File: config.mk
export PLATFORM = sky130hd
export DESIGN_NAME = dps_sweep_sequencer
export DESIGN_NICKNAME = d
export VERILOG_FILES = /design/src/rtl/dps_sweep_sequencer.sv
export SDC_FILE = /design/constraint.sdc
export NUM_CORES = 1
export LEC_CHECK = 0
export CAP_MARGIN = 20
export CORE_MARGIN = 2
export CORE_UTILIZATION = 45
export CTS_BUF_LIST = sky130_fd_sc_hd__clkbuf_4
export CTS_CLUSTER_DIAMETER = 120
export DETAILED_ROUTE_END_ITERATION = 8
export DONT_BUFFER_PORTS = 1
export GPL_TIMING_DRIVEN = 1
export SYNTH_ARGS = -nofsm -noshare
export SYNTH_HDL_FRONTEND = slang
export SYNTH_SLANG_ARGS = --single-unit
File: constraint.sdc
create_clock -name psclk_i -period 14 [get_ports psclk_i]
set_clock_uncertainty 0.2 [all_clocks]
set_input_delay 2.8 -clock psclk_i [delete_from_list [all_inputs] [get_ports psclk_i]]
set_output_delay 2.8 -clock psclk_i [all_outputs]
set_load 0.05 [all_outputs]
File: src/rtl/dps_sweep_sequencer.sv
// Phase-shift sweep sequencer: steps a DPS controller from start to stop position,
// settling and requesting a measurement at every point along the way.
module dps_sweep_sequencer #(
    parameter int MOVE_TIMEOUT = 4096
) (
    input  logic               psclk_i,
    input  logic               rstn_i,
    input  logic               start_i,
    input  logic               abort_i,
    input  logic signed [15:0] start_pos_i,
    input  logic signed [15:0] stop_pos_i,
    input  logic        [7:0]  step_size_i,
    input  logic        [15:0] dwell_cycles_i,
    input  logic signed [15:0] total_steps_i,
    input  logic               meas_ack_i,
    output logic               toggle_o,
    output logic               dir_o,
    output logic        [7:0]  steps_o,
    output logic               meas_req_o,
    output logic signed [15:0] cur_target_o,
    output logic        [15:0] point_idx_o,
    output logic               busy_o,
    output logic               done_o,
    output logic               err_o
);

    localparam int TMO_W = $clog2(MOVE_TIMEOUT + 1);
    localparam logic [TMO_W-1:0] TMO_LAST = TMO_W'(MOVE_TIMEOUT - 1);

    typedef enum logic [2:0] {
        S_IDLE  = 3'd0,
        S_CALC  = 3'd1,
        S_ISSUE = 3'd2,
        S_WAIT  = 3'd3,
        S_DWELL = 3'd4,
        S_MEAS  = 3'd5,
        S_NEXT  = 3'd6
    } state_t;

    // One burst is limited to 255 steps; larger distances take several bursts.
    function automatic logic [7:0] burst_len(input logic [16:0] d);
        logic [16:0] mag;
        mag = d[16] ? (17'd0 - d) : d;
        return (mag > 17'd255) ? 8'd255 : mag[7:0];
    endfunction

    state_t      state_r, state_n;
    logic        toggle_r, toggle_n;
    logic        dir_r, dir_n;
    logic [7:0]  steps_r, steps_n;
    logic        meas_req_r, meas_req_n;
    logic [15:0] cur_target_r, cur_target_n;
    logic [15:0] point_idx_r, point_idx_n;
    logic        busy_r, busy_n;
    logic        done_r, done_n;
    logic        err_r, err_n;
    logic [15:0] stop_r, stop_n;
    logic [7:0]  step_r, step_n;
    logic [15:0] dwell_r, dwell_n;
    logic        up_r, up_n;
    logic [16:0] delta_r, delta_n;
    logic [15:0] expected_r, expected_n;
    logic [TMO_W-1:0] tmo_cnt_r, tmo_cnt_n;
    logic [15:0] dwell_cnt_r, dwell_cnt_n;

    logic [16:0] delta_s;
    logic [16:0] next_s;
    logic [16:0] stop_ext_s;
    logic        next_ok_s;
    logic        dir_issue_s;
    logic [7:0]  burst_s;
    logic [15:0] expected_s;

    // Next-state and next-register computation for the sweep FSM.
    always_comb begin
        state_n      = state_r;
        toggle_n     = toggle_r;
        dir_n        = dir_r;
        steps_n      = steps_r;
        meas_req_n   = meas_req_r;
        cur_target_n = cur_target_r;
        point_idx_n  = point_idx_r;
        busy_n       = busy_r;
        done_n       = 1'b0;
        err_n        = err_r;
        stop_n       = stop_r;
        step_n       = step_r;
        dwell_n      = dwell_r;
        up_n         = up_r;
        delta_n      = delta_r;
        expected_n   = expected_r;
        tmo_cnt_n    = tmo_cnt_r;
        dwell_cnt_n  = dwell_cnt_r;

        delta_s     = {cur_target_r[15], cur_target_r} - {total_steps_i[15], total_steps_i};
        next_s      = up_r ? ({cur_target_r[15], cur_target_r} + {9'd0, step_r})
                           : ({cur_target_r[15], cur_target_r} - {9'd0, step_r});
        stop_ext_s  = {stop_r[15], stop_r};
        next_ok_s   = up_r ? ($signed(next_s) <= $signed(stop_ext_s))
                           : ($signed(next_s) >= $signed(stop_ext_s));
        dir_issue_s = ($signed(delta_r) > 17'sd0);
        burst_s     = burst_len(delta_r);
        expected_s  = dir_issue_s ? (total_steps_i + {8'd0, burst_s})
                                  : (total_steps_i - {8'd0, burst_s});

        case (state_r)
            S_IDLE: begin
                if (start_i) begin
                    if (step_size_i == 8'd0) begin
                        err_n = 1'b1;
                    end else begin
                        stop_n       = stop_pos_i;
                        step_n       = step_size_i;
                        dwell_n      = dwell_cycles_i;
                        up_n         = (stop_pos_i >= start_pos_i);
                        cur_target_n = start_pos_i;
                        point_idx_n  = 16'd0;
                        err_n        = 1'b0;
                        busy_n       = 1'b1;
                        state_n      = S_CALC;
                    end
                end else begin
                    state_n = S_IDLE;
                end
            end
            S_CALC: begin
                delta_n = delta_s;
                if (delta_s == 17'd0) begin
                    dwell_cnt_n = dwell_r;
                    state_n     = S_DWELL;
                end else begin
                    state_n = S_ISSUE;
                end
            end
            S_ISSUE: begin
                dir_n      = dir_issue_s;
                steps_n    = burst_s;
                expected_n = expected_s;
                toggle_n   = ~toggle_r;
                tmo_cnt_n  = '0;
                state_n    = S_WAIT;
            end
            S_WAIT: begin
                if (total_steps_i == expected_r) begin
                    state_n = S_CALC;
                end else if (tmo_cnt_r == TMO_LAST) begin
                    err_n   = 1'b1;
                    busy_n  = 1'b0;
                    state_n = S_IDLE;
                end else begin
                    tmo_cnt_n = tmo_cnt_r + TMO_W'(1);
                end
            end
            S_DWELL: begin
                if (dwell_cnt_r == 16'd0) begin
                    meas_req_n = 1'b1;
                    state_n    = S_MEAS;
                end else begin
                    dwell_cnt_n = dwell_cnt_r - 16'd1;
                end
            end
            S_MEAS: begin
                if (meas_ack_i) begin
                    meas_req_n  = 1'b0;
                    point_idx_n = point_idx_r + 16'd1;
                    state_n     = S_NEXT;
                end else begin
                    meas_req_n = 1'b1;
                end
            end
            S_NEXT: begin
                if (next_ok_s) begin
                    cur_target_n = next_s[15:0];
                    state_n      = S_CALC;
                end else begin
                    done_n  = 1'b1;
                    busy_n  = 1'b0;
                    state_n = S_IDLE;
                end
            end
            default: begin
                meas_req_n = 1'b0;
                busy_n     = 1'b0;
                state_n    = S_IDLE;
            end
        endcase

        // Abort wins over anything the current state wanted to do this cycle.
        if (abort_i && (state_r != S_IDLE)) begin
            state_n      = S_IDLE;
            meas_req_n   = 1'b0;
            busy_n       = 1'b0;
            done_n       = 1'b0;
            err_n        = err_r;
            point_idx_n  = point_idx_r;
            cur_target_n = cur_target_r;
            toggle_n     = toggle_r;
            dir_n        = dir_r;
            steps_n      = steps_r;
        end else begin
            state_n = state_n;
        end
    end

    // State and datapath registers.
    always_ff @(posedge psclk_i or negedge rstn_i) begin
        if (!rstn_i) begin
            state_r      <= S_IDLE;
            toggle_r     <= 1'b0;
            dir_r        <= 1'b0;
            steps_r      <= 8'd0;
            meas_req_r   <= 1'b0;
            cur_target_r <= 16'd0;
            point_idx_r  <= 16'd0;
            busy_r       <= 1'b0;
            done_r       <= 1'b0;
            err_r        <= 1'b0;
            stop_r       <= 16'd0;
            step_r       <= 8'd0;
            dwell_r      <= 16'd0;
            up_r         <= 1'b0;
            delta_r      <= 17'd0;
            expected_r   <= 16'd0;
            tmo_cnt_r    <= '0;
            dwell_cnt_r  <= 16'd0;
        end else begin
            state_r      <= state_n;
            toggle_r     <= toggle_n;
            dir_r        <= dir_n;
            steps_r      <= steps_n;
            meas_req_r   <= meas_req_n;
            cur_target_r <= cur_target_n;
            point_idx_r  <= point_idx_n;
            busy_r       <= busy_n;
            done_r       <= done_n;
            err_r        <= err_n;
            stop_r       <= stop_n;
            step_r       <= step_n;
            dwell_r      <= dwell_n;
            up_r         <= up_n;
            delta_r      <= delta_n;
            expected_r   <= expected_n;
            tmo_cnt_r    <= tmo_cnt_n;
            dwell_cnt_r  <= dwell_cnt_n;
        end
    end

    assign toggle_o     = toggle_r;
    assign dir_o        = dir_r;
    assign steps_o      = steps_r;
    assign meas_req_o   = meas_req_r;
    assign cur_target_o = cur_target_r;
    assign point_idx_o  = point_idx_r;
    assign busy_o       = busy_r;
    assign done_o       = done_r;
    assign err_o        = err_r;

endmodule

**Word level (Yosys, flattened, before mapping)**

Index checks and enable logic that the tools add are counted.

- Bits in registers: 152
- Input port bits: 77
- Output and inout port bits: 46
- Logic and storage cells: 134

- Add/subtract/negate cells: 9
- Order comparisons: 5
- Equal/unequal tests: 28
- Multiplexer cells: 48
- Bitwise logic cells: 3
- Reduce and logical (&&, ||, !) cells: 23

Operator list:

| operator | count |
|---|---|
| 16-bit two-way mux | 9 |
| 16-bit one-hot mux with 2 select lines | 3 |
| 17-bit two-way mux | 2 |
| 13-bit two-way mux | 2 |
| 13-bit one-hot mux with 2 select lines | 1 |
| 3-bit two-way mux | 8 |
| 3-bit inequality test (second input constant) | 7 |
| 3-bit one-hot mux with 7 select lines | 1 |
| 1-bit two-way mux | 18 |
| 2-bit inequality test (second input constant) | 9 |
| 16-bit by 9-bit adder with 17-bit output | 1 |
| 17-bit by 16-bit >= comparator with 1-bit output | 1 |
| 17-bit by 1-bit > comparator with 1-bit output (second input constant) | 1 |
| 17-bit by 8-bit > comparator with 1-bit output (second input constant) | 1 |
| 17-bit by 16-bit less-or-equal comparator with 1-bit output | 1 |
| 17-bit zero test | 1 |
| 1-bit by 17-bit subtractor with 17-bit output (first input constant) | 1 |
| 16-bit by 16-bit subtractor with 17-bit output | 1 |
| 16-bit by 9-bit subtractor with 17-bit output | 1 |
| 16-bit by 1-bit adder with 16-bit output (second input constant) | 1 |
| 16-bit by 8-bit adder with 16-bit output | 1 |
| 16-bit == test | 1 |
| 16-bit >= comparator | 1 |
| 16-bit zero test | 1 |
| other kinds (26) | 42 |

**Logic depth before layout (Yosys ltp)**

Gate-level depths: netlist (run 1).

- Depth in word-level cells: 7
- Depth in mapped cells: 25
- Mapped depth without buffers: 24

**Worst setup path after synthesis (run 1)**

No wires, ideal clock.

- Kind: input to register
- From: in total_steps_i[0]
- To: reg dwell_cnt_r[13]
- Setup time: 0.124 ns
- Data arrival time: 5.640 ns
- Data required time: 13.676 ns
- Path slack: 8.036 ns
- Cell stages on the path: 12
- Path buffers: 1
- Cell sequence: ha_1 fa_1 nand2b_1 a211oi_1 o211ai_1 a2111oi_0 nand2_1 or4b_4 nor4b_4 buf_6 a211oi_2 a211o_1

- Cells in the longest elaborated chain, start to end: 4

Ends and longest elaborated chain:

| element | line | text |
|---|---|---|
| start, declared | 14 | `input logic signed [15:0] total_steps_i,` |
| 16-bit by 16-bit subtractor with 17-bit output | 95 | `delta_s = {cur_target_r[15], cur_target_r} - {total_steps_i[15], total_steps_i};` |
| 17-bit zero test | 128 | `if (delta_s == 17'd0) begin` |
| 2-bit inequality test (no line) | - |  |
| 3-bit AND reduction (no line) | - |  |
| end signal, assigned | 244 | `dwell_cnt_r <= dwell_cnt_n;` |
| end, declared | 64 | `logic [15:0] dwell_cnt_r, dwell_cnt_n;` |

Every way passes these cells.
A chain may end at the register's enable or synchronous reset.

**Final worst setup path (run 1)**

- From: reg step_r[2]
- To: reg cur_target_r[5] (netlist: cur_target_o[5])

- Cells in the longest elaborated chain, start to end: 6
- Elaborated cells between the ends (all ways): 10
- Those cells by class: add/sub: 2; order compare: 2; eq/ne: 1; mux: 4; reduce/logical: 1

Ends and longest elaborated chain:

| element | line | text |
|---|---|---|
| start, declared | 58 | `logic [7:0] step_r, step_n;` |
| start signal, assigned | 238 | `step_r <= step_n;` |
| 16-bit by 9-bit subtractor with 17-bit output / 16-bit by 9-bit adder with 17-bit output (equally long branches) | 97, 96 |  |
| 17-bit two-way mux (*) | 96 | `next_s = up_r ? ({cur_target_r[15], cur_target_r} + {9'd0, step_r})` |
| 17-bit by 16-bit >= comparator with 1-bit output / 17-bit by 16-bit less-or-equal comparator with 1-bit output (equally long branches) | 100, 99 |  |
| 1-bit two-way mux | 99 | `next_ok_s = up_r ? ($signed(next_s) <= $signed(stop_ext_s))` |
| 2-bit inequality test (no line) | - |  |
| 5-bit AND reduction (no line) | - |  |
| end signal, assigned | 232 | `cur_target_r <= cur_target_n;` |
| end, declared | 52 | `logic [15:0] cur_target_r, cur_target_n;` |

Mark *: on every way between the ends. The rest lies on a longest branch, timed or not. The select of a mux whose other input is x is not followed.

==> results of run 1 <==
==> path summary, 6_finish.rpt <==
kind / to / slack [ns] / cells after the start
setup / recovery: cur_target_o[5] / 7.39 / 23
hold / removal: stop_r[0] / 0.31 / 2
setup reg to reg: cur_target_o[5] / 7.39 / 23
hold reg to reg: stop_r[0] / 0.31 / 2
max in group asynchronous: step_r[0] / 11.58 / 0
min in group asynchronous: steps_o[6] / 1.68 / 0
==> layer usage <==
metal  vias to the layer above  global-route usage (%)
met5                         -                       0
met4                         0                    5.68
met3                        30                    4.49
met2                       171                    36.1
met1                      4306                    30.1
li1                       4567                       -
==> where the power goes <==
part,internal [mW],switching [mW]
clock,0.117,0.190
sequential,0.586,0.310
combinational,0.815,1.11
total,1.52,1.61
==> final cells by class <==
cell class              instances  area (um2)  share of cell area (%)
diodes                          1        2.50                  0.0214
clock buffers                  18         135                    1.15
clock inverters                14         183                    1.56
inverters                      86         323                    2.76
multi-input cells            1006        6780                    58.0
flip-flops and latches        152        3800                    32.5
well taps                     324         405                    3.46
repair buffers                  9        67.6                   0.577
==> cell usage in the layout, fill, tap and decap left out, types with 22 or more instances in the layout <==
master   synthesis  routed
a21oi_1         71      71
dfrtp_1        152     152
ha_1            91      91
inv_1           86      86
mux2_2          45      45
nand2_1        142     142
nand3_1         35      35
nand4_1         22      22
nor2_1         128     128
nor3_1          38      38
o21ai_0         86      86
xnor2_1         44      44
xor2_1          42      42
==> worst max-delay path: stages, from the launching register on <==
cell	delay (ns)
dfrtp_1	0.42
nor3_1	0.53
nor2b_1	0.22
ha_1	0.24
mux2_2	0.27
ha_1	0.36
and2_1	0.16
and3_1	0.18
a211oi_1	0.08
nor3_1	0.42
nand4_1	0.20
a41oi_1	0.30
nor2_1	0.10
ha_1	0.30
a21oi_1	0.15
nor2b_1	0.05
o21ai_0	0.14
nand2b_1	0.12
a2111oi_2	0.33
and3b_1	0.22
a211oi_2	0.08
o22ai_1	0.78
buf_4	0.32
mux2_2	0.34
==> cell usage after synthesis, types with 3 or more instances <==
library cell	n	share of area, %
nand2b_1	19	1.1
a22oi_1	3	0.20
and4_1	3	0.24
o31ai_1	10	0.68
a2bb2oi_1	3	0.24
clkbuf_1	37	1.3
o21a_1	7	0.47
ha_1	91	10
or2_2	6	0.34
and3_1	11	0.62
a211o_1	6	0.47
nor3b_1	3	0.20
nor2_1	128	4.3
o21ai_0	86	3.9
and2_1	10	0.56
nand2_1	142	4.8
nor2b_1	12	0.68
a2111o_1	3	0.30
mux2_2	45	4.6
a21oi_1	71	3.2
o22ai_1	7	0.39
o221ai_1	8	0.63
or4_1	4	0.27
nor3_1	38	1.7
xnor2_1	44	3.5
a31oi_1	18	1.0
a21boi_0	4	0.27
o211ai_1	11	0.74
inv_1	86	2.9
dfrtp_1	152	34
a21o_1	19	1.3
o311ai_0	4	0.32
o31a_1	4	0.32
and3b_1	3	0.24
buf_2	4	0.18
a211oi_1	12	0.81
nand3_1	35	1.6
nand4_1	22	1.2
nor4_1	8	0.45
fa_1	3	0.54
mux2i_1	8	0.72
or3_1	10	0.56
xor2_1	42	3.3
==> per-stage QoR <==
stage | cell area [um2] | hold WS [ns] | total power, mW
after floorplan | 11100 | 0.255 | 2.34
after global placement | 11400 | 0.272 | 2.80
after detailed placement | 11400 | 0.279 | 2.82
after CTS | 11700 | 0.313 | 3.15
after global routing | 11700 | 0.341 | 3.45
final | 11700 | 0.306 | 3.13
==> kinds of logic (layout without fill, tap and decap cells) <==
logic type | Yosys count | after routing | share of synthesized area (%)
and+or+nand+nor | 465 | 465 | 19.9
xor gates and xnor gates | 86 | 86 | 6.78
adders and majority gates | 94 | 94 | 10.8
buffers and inverters | 133 | 127 | 4.74
DFF | 152 | 152 | 34.2
AOI/OAI and AO/OA | 308 | 308 | 18.2
other | 0 | 1 | 0
muxes | 53 | 53 | 5.28
==> state kept, by name, indices dropped and copies added, names as in the netlist, 13 cells and up <==
name,flops
delta_r,17
expected_r,16
stop_r,16
dwell_cnt_r,16
point_idx_o,16
tmo_cnt_r,13
cur_target_o,16
dwell_r,16
==> out/results.ini, run 1 <==
[status]
run_status = finished clean

[hold_path]
min_from = stop_r[0]
min_path_type = flop to flop

[finish]
n_fill_cell = 2385
layout.nets = 1443
fin_cells = 1610
fin_util_pct = 48.3
syn_to_final_growth_pct = 5.37
drive_above_1_share_pct = 8.72

[setup_path]
critPathMaxFanout = 8
timing.rr.start = step_r[2]
startpoint = step_r[2]
worstSetupStartpointType = flop
worstPathRequired_ns = 14.29
cp.arrival_ns = 6.90
critPathCaptureType = flop
worstSetupPathType = flop to flop

[die]
dieWidth_um = 161
fp.dieArea_um2 = 26000
placementRows = 57
initial_core_util_pct = 45.8
core_um2 = 24200
ios = 123
die_h_um = 161

[place]
io_buffers = 0
dp.cells = 1577
dp_slack_ns = 7.45
place_congestion = 0.848
dpl.hpwl_mm = 21.2

[run]
cap_violations = 0

[synth]
synth_fp_nets = 1462
synthDistinctLibCells = 77
synth_seq_area_share_pct = 34.2
synth_seq_cells = 152
netlist_instances = 1291
ys_async_sr_fraction_pct = 100
yosysWarningCount = 0
synth_edf_count = 0
synth_top_flop_cell = dfrtp_1
postSynthAreaPerCell_um2 = 8.60
syn-cell-area_um2 = 11100

[sta]
fmax_ghz = 0.151
fin_crit_ns = 6.61
setup_viol = 0
maxSlewViolCount = 0
finalHoldViolCount = 0
slew_headroom_pct = 33.7
finalCritPeriodShare_pct = 47.2
setup_ws_ns = 7.39
tns_ns = 0
grt_setup_unrepaired = false
worstMarginPinSlew_ns = 0.992

[grt]
grt_first_pass_wirelength_mm = 46.2
antenna_found_initial = 1
track_usage_pct = 22.1
grt-ovfl-total = 0
grt_max_degree = 153
grt_pass1_vias = 8818

[cts]
cts_tree = yes
cts.sinks = 152
cts-buffers-inserted = 17
clock_latency_ns = 0.59
cts-hold-fix-buffers = 0
htree_levels = 4
path_clk_slew_ns = 0.15
clock_tree.buffer_depth = 2
post_cts_resized = 0
cts_root_buf = clkbuf_4
post_cts_buffers = 0

[drt]
wirelength_met1_mm = 13.2
wl_per_cell_um = 17.3
drtPass1Iterations = 5
maxUsedRoutingLayer = met4
wl_met2_mm = 13.0
drt-initial-drc-count = 478
drcViolationCount = 0
via_per_inst = 5.64
wl_met3_mm = 1.23
route.vias.total = 9074
drt-total-wl_mm = 27.9
final_antenna_net_count = 0

[power_and_ir_drop]
cellLeakagePower_nw = 5.24
powerDensity_nw_per_um2 = 268
ir_drop_v = 0.000145

No activity file was read; power rests on OpenSTA's default activity.
==> run 2: changes to the inputs <==
==> constraint.sdc (replaced) <==
create_clock -name psclk_i -period 5.97 [get_ports psclk_i]
set_clock_uncertainty 0.2 [all_clocks]
set_input_delay 1.194 -clock psclk_i [delete_from_list [all_inputs] [get_ports psclk_i]]
set_output_delay 1.194 -clock psclk_i [all_outputs]
set_load 0.05 [all_outputs]
==> out/results.ini, run 2 (synthesis gave the netlist of run 1 again) <==
[setup_path]
timing.rr.start = step_r[2]
worstPathRequired_ns = 6.23  ; -8.06 ns
worstSetupStartpointType = flop
critPathMaxFanout = 14  ; +6
worstSetupPathType = flop to flop
startpoint = step_r[2]
cp.arrival_ns = 5.87  ; -1.03 ns
critPathCaptureType = flop

[die]
core_um2 = 24200  ; unchanged
die_h_um = 161  ; unchanged
dieWidth_um = 161  ; unchanged
placementRows = 57  ; unchanged
ios = 123  ; unchanged
initial_core_util_pct = 45.8  ; unchanged
fp.dieArea_um2 = 26000  ; unchanged

[drt]
wl_per_cell_um = 17.3  ; -0.16%
drt-total-wl_mm = 28.0  ; +0.46%
via_per_inst = 5.62  ; -0.32%
final_antenna_net_count = 0  ; unchanged
drtPass1Iterations = 5  ; unchanged
route.vias.total = 9101  ; +0.30%
drt-initial-drc-count = 414  ; -13%
drcViolationCount = 0  ; unchanged

[grt]
grt-ovfl-total = 0  ; unchanged
grt_max_degree = 153  ; unchanged
grt_pass1_vias = 8777  ; -0.46%
grt_first_pass_wirelength_mm = 45.9  ; -0.72%
track_usage_pct = 21.9  ; -0.15 points
antenna_found_initial = 1  ; unchanged

[sta]
worstMarginPinSlew_ns = 0.959  ; -0.0325 ns
finalCritPeriodShare_pct = 93.9  ; +47 points
slew_headroom_pct = 35.8  ; +2.1 points
grt_setup_unrepaired = false
fin_crit_ns = 5.61  ; -1.00 ns
setup_viol = 0  ; unchanged
finalHoldViolCount = 0  ; unchanged
maxSlewViolCount = 0  ; unchanged
tns_ns = 0  ; unchanged
whs_ns = 0.0745  ; -0.232 ns
fmax_ghz = 0.178  ; +18%

[finish]
largest-register = delta_r
layout_commonest_cell = dfrtp_1
stdcell_area_um2 = 11800  ; +0.70%
drive_above_1_share_pct = 9.73  ; +1.0 points
layout_common_cells = dfrtp_1 (152), nand2_1 (142), nor2_1 (128)
syn_to_final_growth_pct = 6.11
largest_register_ffs = 17  ; unchanged
layout.nets = 1453  ; +0.69%

[hold_path]
min_path_type = input pin to async pin

[cts]
cts_tree = yes
htree_levels = 4  ; unchanged
cts-buffers-inserted = 17  ; unchanged
cts_root_buf = clkbuf_4
clock_tree.buffer_depth = 2  ; unchanged
path_clk_slew_ns = 0.16  ; about the same
cts.sinks = 152  ; unchanged
clock_latency_ns = 0.58  ; about the same

[power_and_ir_drop]
ir_drop_v = 0.000338  ; +130%
cellLeakagePower_nw = 5.27  ; +0.75%
powerDensity_nw_per_um2 = 626  ; +130%

[place]
place_congestion = 0.905  ; +6.8%
dpl.hpwl_mm = 21.2  ; -0.19%
io_buffers = 0  ; unchanged
post_dp_cell_area_um2 = 11400  ; +0.46%

[status]
run_status = finished clean

[run]
cap_violations = 0  ; unchanged

run 2: cell types whose count changed in the layout (fill, tap and decap cells not counted), moves of 2 or more:
cell        previous run  this run
buf_4                  9        17
clkinv_4               4         2
clkinvlp_4             0         3
nor3_1                38        36
nor3_2                 0         2
run 2: path summary, 6_finish.rpt:
check / to / cells past startpoint / slack [ns]
worst min-delay path: steps_o[4] / 0 / 0.07
worst min register to register: stop_r[0] / 2 / 0.32
worst max-delay path: cur_target_o[6] / 22 / 0.36
worst max register to register: cur_target_o[6] / 22 / 0.36
min in group psclk_i: stop_r[0] / 2 / 0.32
max in group asynchronous: state_r[0] / 0 / 5.13
run 2: metal layers:
layer | vias up | wire length [um] | global-route usage, %
met1 | 4308 | 13300 | 29.7
met2 | 177 | 12900 | 35.1
met3 | 45 | 1090 | 4.16
met4 | 0 | 710 | 8.12
li1 | 4571 | - | -
met5 | - | 0 | 0
run 2: timing repair:
action	4_1_cts	5_1_grt
endpoints found under the setup margin	0	13
hold endpoints to repair	0	0
resized for setup	0	5
setup buffers	0	1
hold buffers	0	0
run 2: power breakdown:
group / switching (mW) / internal [mW]
combinational: 2.65 / 2.00
clock: 0.446 / 0.223
sequential: 0.676 / 1.37
run 2: critical path: stages (launching register included):
cell	delay [ns]
dfrtp_1	0.43
nor3_1	0.25
nor2b_1	0.18
ha_1	0.23
mux2_2	0.28
ha_1	0.34
and2_1	0.17
a22o_1	0.21
a211oi_1	0.28
nor3_2	0.11
a21o_1	0.18
a21oi_1	0.18
xnor2_1	0.11
ha_1	0.36
nand4_1	0.11
nor2_1	0.14
a21boi_0	0.43
a2111oi_2	0.11
nor4_1	0.33
a211oi_2	0.09
o22ai_1	0.21
buf_6	0.21
mux2_2	0.35
run 2: cell type report:
type                       count  area [um2]
fill                        2389       12500
multi-input combinational   1006        6800
sequential                   152        3800
tap                          324         405
inverter                      86         323
timing repair buffer          19         166
clock inverter                15         155
clock buffer                  17         128
antenna                        1        2.50
run 2: through the flow:
stage                     worst slack [ns]  power [mW]  instances  utilization, %
after floorplan                      0.374        5.50       1291               -
final                                0.364        7.38       1620            48.6
after detailed placement             0.355        6.65       1584            47.2
after global routing               0.00727        8.11       1620            48.6
after CTS                            0.339        7.36       1616            48.3
after global placement               0.422        6.60       1584            47.2
